[src/rtl/wave_capture.sv]
// wave_capture: arms on a positive zero crossing, captures 2**ADDR_W offset-binary samples into the
// RAM half the display is not reading, then waits for display idle to swap halves and re-arm.
module wave_capture #(
    parameter int ADDR_W = 8
) (
    input  logic              clk,
    input  logic              reset,
    input  logic              new_sample_ready,
    input  logic [15:0]       new_sample_in,
    input  logic              wave_display_idle,
    output logic [ADDR_W:0]   write_address,
    output logic              write_enable,
    output logic [7:0]        write_sample,
    output logic              read_index
);
    localparam logic [1:0] ARMED = 2'd0, ACTIVE = 2'd1, WAIT = 2'd2;
    logic [1:0]        state_q, state_d;
    logic [ADDR_W-1:0] count_q, count_d;
    logic [15:0]       prev_q, prev_d;
    logic              ri_q, ri_d, we_q, we_d, crossing, wr;
    logic [ADDR_W:0]   addr_q, addr_d;
    logic [7:0]        data_q, data_d;
    always_comb begin
        crossing = new_sample_ready & prev_q[15] & ~new_sample_in[15];
        wr       = (state_q == ARMED) ? crossing : (state_q == ACTIVE) & new_sample_ready;
        prev_d   = new_sample_ready ? new_sample_in : prev_q;
        we_d     = wr;
        // count is 0 whenever ARMED (reset or wrap), so the crossing sample lands at index 0
        addr_d   = wr ? {~ri_q, count_q} : addr_q;
        data_d   = wr ? {~new_sample_in[15], new_sample_in[14:8]} : data_q;
        count_d  = wr ? count_q + 1'b1 : count_q;
        ri_d     = ri_q ^ ((state_q == WAIT) & wave_display_idle);
        state_d  = (state_q == ARMED && crossing)          ? ACTIVE :
                   (state_q == ACTIVE && wr && &count_q)   ? WAIT   :
                   (state_q == WAIT && wave_display_idle)  ? ARMED  :
                   (state_q == 2'd3)                       ? ARMED  : state_q;
    end
    always_ff @(posedge clk) begin
        if (!reset) begin
            state_q <= ARMED;
            count_q <= '0;
            prev_q  <= '0;
            ri_q    <= 1'b0;
            we_q    <= 1'b0;
            addr_q  <= '0;
            data_q  <= '0;
        end else begin
            state_q <= state_d;
            count_q <= count_d;
            prev_q  <= prev_d;
            ri_q    <= ri_d;
            we_q    <= we_d;
            addr_q  <= addr_d;
            data_q  <= data_d;
        end
    end
    assign write_address = addr_q;
    assign write_enable  = we_q;
    assign write_sample  = data_q;
    assign read_index    = ri_q;
endmodule
[config.mk]
export PLATFORM = sky130hd
export DESIGN_NAME = wave_capture
export DESIGN_NICKNAME = d
export VERILOG_FILES = /design/src/rtl/wave_capture.sv
export SDC_FILE = /design/constraint.sdc
export NUM_CORES = 1
export LEC_CHECK = 0
export CAP_MARGIN = 20
export CORE_MARGIN = 3
export CORE_UTILIZATION = 41
export DETAILED_ROUTE_END_ITERATION = 10
export PLACE_DENSITY_LB_ADDON = 0.12
export SLEW_MARGIN = 40
export SYNTH_ARGS = -nofsm -noshare
export SYNTH_HDL_FRONTEND = slang
export SYNTH_SLANG_ARGS = --single-unit
[constraint.sdc]
create_clock -name clk -period 1.5 [get_ports clk]
set_clock_uncertainty 0.2 [all_clocks]
set_input_delay 0.375 -clock clk [delete_from_list [all_inputs] [get_ports clk]]
set_output_delay 0.375 -clock clk [all_outputs]
set_load 0.005 [all_outputs]
## Yosys cells after proc, flatten, opt, wreduce, memory -nomap -nowiden

Index checks and enable logic that the tools add are counted.

- Flip-flop bits (word level): 45
- Input bits: 20
- Output and inout bits: 19
- Word-level logic and storage cells: 34

- Reductions and logical operators: 9
- Add/subtract/negate cells: 1
- Muxes and demuxes: 5
- Eq/ne operators: 3
- Bitwise logic cells: 8

Operators with widths:

| cell | number |
|---|---|
| adder 8 x 1 -> 8 bit, second input constant | 1 |
| AND reduction 8 bit | 1 |
| two-way mux 2 bit | 3 |
| bitwise AND 1 bit | 4 |
| == test 2 bit, second input constant | 2 |
| logical AND 1 bit | 4 |
| nonzero test 4 bit | 1 |
| NOT 1 bit | 3 |
| nonzero test 3 bit | 1 |
| == test 2 x 1 -> 1 bit, second input constant | 1 |
| zero test 2 bit | 1 |
| two-way mux 1 bit | 2 |
| OR reduction 2 bit | 1 |
| XOR 1 bit | 1 |

## Logic depth before layout (Yosys ltp)

- Word-level depth: 7
- Mapped depth: 6
- Depth with buffers taken out: 5

## Worst setup path before layout

No wires, ideal clock.

- Path type: reg-to-reg
- Start: register count_q[0]
- End: register state_q[1]
- Setup slack: 42 ps
- Library setup time: 88 ps
- Arrival time: 1170 ps
- Period minus slack after synthesis: 1458 ps
- Path buffers: 0
- Cell stages (with the launch flop): 6
- Required time: 1212 ps
- Path through: dfxtp_1 > ha_1 > and2_2 > nand4_1 > o32a_2 > a311oi_2

- Cells in the longest elaborated chain, start to end: 3
- Elaborated cells between the ends (all ways): 4
- Those cells by class: mux (1); reduce/logical (3)

Ends and longest elaborated chain:

| element | RTL line | text |
|---|---|---|
| start: declaration | 18 | `logic [ADDR_W-1:0] count_q, count_d;` |
| start signal: assignment | 49 | `count_q <= count_d;` |
| AND reduction 8 bit * | 34 | `(state_q == ACTIVE && wr && &count_q) ? WAIT :` |
| logical AND 1 bit * | 34 |  |
| nonzero test 3 bit (no source line) / two-way mux 2 bit (equally long branches) | -- |  |
| end signal: assignment | 48 | `state_q <= state_d;` |
| end: declaration | 17 | `logic [1:0] state_q, state_d;` |

Every way passes the cells marked *; elsewhere a longest branch is shown, timed or not.
A chain may end at the register's enable or synchronous reset.

## Worst setup path in the final report

- Start: register count_q[0]
- End: register state_q[0]

- Cells in the longest elaborated chain, start to end: 4
- Elaborated cells between the ends (all ways): 5
- Those cells by class: mux (2); reduce/logical (3)

Ends and longest elaborated chain:

| element | RTL line | text |
|---|---|---|
| AND reduction 8 bit * | 34 |  |
| logical AND 1 bit * | 34 |  |
| two-way mux 2 bit | 34 |  |
| two-way mux 1 bit | 33 | `state_d = (state_q == ARMED && crossing) ? ACTIVE :` |

Marks and branches as above.

==> reports/metrics.sh <==
DETAIL_ROUTE.DRC_VIOLATIONS=0
DIE_H_UM=61.5
DR_TOTAL_VIAS=1158
TIMING.CRITICAL_PATH.MAX_DELAY_FAMILY='flip-flops'
NETLIST_INSTANCES=138
GRT_PASS1_WL_UM=4550
SYNTH_ENABLE_FLOP_CELLS=0
GRT_OVERFLOW_TOTAL=0
PATH_CELLS='ha_4 -> and2_4 -> nand4_1 -> buf_4 -> nand2_2 -> a311oi_2'
POSTSYNTHNETCOUNT=159
IO_BUFFERS=30
CTS-HTREE-LEVELS=2
CLKLATENCYLATEPIN_PS=330
ROUTED_WIRE_LENGTH_PER_INSTANCE_UM=12.5
WORSTPATHREQUIRED_PS=1540
SYNTH_AREA_LEADERS='dfxtp_1 47%, nand2_1 9.8%, a21oi_1 6.3%, xor2_1 4.8%, nor2_1 3.3%'
POWER.DENSITY_mW_PER_MM2=841
CTSROOTBUFFERMASTER='clkbuf_4'
SYNTHFLOPTYPE='dfxtp_1'
SYNTHMOSTINSTANTIATEDCELL='nand2_1'
WORST_SETUP_HOLD_PATH_CLK_SLEW_PS=90
FINAL_ANTENNA_NET_COUNT=0
COUNT_OF_FINAL_MAX_SLEW_CHECK_FAILURES=0
NETLIST_AREA_MM2=0.00126
DETAILEDPLACEMENTHPWL_UM=1960
RELATIVE_SLEW_SLACK_PCT=84.2
SETUP.WORST_PATH.END_CLASS='flop'
WORST-PATH-BUF-INV=1
SYN_TO_FINAL_GROWTH_PCT=55.4
YS_ASYNC_SR_FRACTION_PCT=0
CTS_BUFFERS=5
FMAX_MHz=683
GLOBALPLACE.CONGESTION=0.752
HOLD_BUF_CTS=0
NUM-NETS-FINAL=221
TIMING.SETUP.CRITICAL_PATH_CLASS='reg -> reg'
STATUS='complete, no violations'
IOPINCOUNT=39
VIASPERCELL=4.99
TIMING.CRITICAL_PATH.FROM_TYPE='flop'
MAXCAPVIOLATIONS=0
CTS_SINKS=30
DRT_PRE_ANTENNA_ITERS=4
SYNTH_TOP_AREA_SHARE_PCT=47.5
DETAIL_ROUTE.ITER0.VIOLATIONS=55
CTSLONGESTPATHBUFFERS=2
TIMING_HOLD_VIOLATIONS_FINAL=0
FLOORPLAN.DIE_AREA_MM2=0.00379
CTS_TREE='done'
FIRST_GLOBAL_VIAS=1084
GLOBALROUTETOTALUTIL_PCT=16.9
STARTING_DENSITY_PCT=44.3
ARRIVAL_PS=1500
CORE_AREA_MM2=0.00285
WORSTMARGINPINSLEW_PS=237
ROWS=19
FILLERINSTANCES=234
FINAL.PERIOD_UTILIZATION_PCT=97.6
FINALSETUPVIOLATIONS=0
CRITICAL_PATH_S_LARGEST_STAGE_DELAY_PS=340
ANTENNA_CELLS=0
DRIVE_GT1_SHARE_PCT=40.3
UTILIZATION_PCT=68.9
SEQ_AREA_FRAC_SYNTH_PCT=47.5
YOSYSWARNINGCOUNT=0
GRT_ANTENNA_BEFORE_REPAIR=0
WORSTPATHMAXFANOUT=3
FIN_CRIT_PS=1460
AVGSYNTHCELLAREA_UM2=9.17
POSTROUTEWIRELENGTH_UM=2910
LEAKAGE_uW=0.000785
WORSTHOLDPATHTYPE='reg -> reg'
SYNTH_CELL_TYPES=32
YOSYS-TOP-CELLS-COUNT='33 x nand2_1, 30 x dfxtp_1, 16 x a21oi_1, 11 x nor2_1, 7 x xor2_1'
POWER.IR.VDD_WORST_mV=0.630
RSZ0062_AT_GRT='true'
FP.DIEW_UM=61.5
POST_ROUTE_HOLD_SLACK_PS=255
CRITICAL-PATH-SLOWEST-CELL='dfxtp_2'
YS_SEQ_ELEMENTS=30
SYNTH.LARGEST_AREA_CELL='dfxtp_1'
GRT_START_MAX_NET_PINS=20
[through the flow]
step           cell area, um^2  power [uW]  setup TNS (ps)  setup slack, ps  instances
6_report                  1970        1650               0             35.3        232
5_1_grt                   1970        1720           -37.1            -34.4        232
4_1_cts                   1870        1650               0             2.32        225
3_5_place_dp              1720        1020          -10500             -415        212
3_3_place_gp              1720        1020           -9900             -383        212
2_1_floorplan             1260         928               0             41.7        138
[layer usage]
metal  global-route usage [%]  routed length, um  vias to the layer above
li1                         -                  -                      588
met4                     10.0                 74                        0
met1                     17.4               1220                      535
met2                     29.7               1500                       26
met5                        0                  0                        -
met3                     5.03                118                        9
[what timing repair did]
item	in CTS	in global routing
setup buffers	5	7
setup endpoints to repair	41	36
resized for setup	48	28
pin swaps	3	6
[cells in the final DEF, fill, tap and decap left out, types with 2 or more instances in the layout]
cell / count
o2111ai_1: 3
nand2_1: 32
clkdlybuf4s15_1: 18
clkinv_2: 2
dlygate4sd2_1: 2
inv_1: 4
nand3b_1: 2
dfxtp_2: 22
clkdlybuf4s50_1: 9
a21oi_1: 15
dfxtp_1: 8
clkbuf_4: 5
buf_4: 27
a311oi_2: 2
buf_6: 4
buf_12: 3
nor2b_4: 2
nor2_1: 11
o211ai_1: 2
xor2_1: 7
[tightest hold or removal path, stage by stage, from the launching register on]
cell,delay [ps]
dfxtp_2,330
nand2_1,50
a21oi_1,50
[path summary, 6_finish.rpt]
| path | startpoint | end | slack [ps] | cells after the start |
|---|---|---|---|---|
| setup / recovery | count_q[0] | state_q[0] | 40 | 6 |
| hold / removal | write_sample[3] | write_sample[3] | 260 | 2 |
| setup reg to reg | count_q[0] | state_q[0] | 40 | 6 |
| hold reg to reg | write_sample[3] | write_sample[3] | 260 | 2 |
[flip-flops by register name, indices dropped and copies added (netlist names)]
signal / count
state_q: 2
read_index: 1
write_enable: 1
prev_q: 1
write_address: 9
write_sample: 8
count_q: 8
[power breakdown]
group          total, uW  internal [uW]  switching (uW)
clock network        631            345             286
logic                192            111            80.9
registers            830            816            13.7
[cell type report]
type,instances,area (um^2),area share (%)
Multi-Input combinational cell,95,606,30.8
Tap cell,31,38.8,1.97
Timing Repair Buffer,64,601,30.6
Clock buffer,5,37.5,1.91
Clock inverter,3,40.0,2.04
Sequential cell,30,628,32.0
Inverter,4,15.0,0.764
[cell families after synthesis]
family	synth area share, %
adder cells (fa/ha/maj)	0.989
XOR/XNOR	5.54
flip-flops	47.5
multiplexers	0.791
AO/OA/AOI/OAI	17.1
buffers and inverters	7.81
AND/OR/NAND/NOR	20.3
Power figures use the tool's default switching activity.
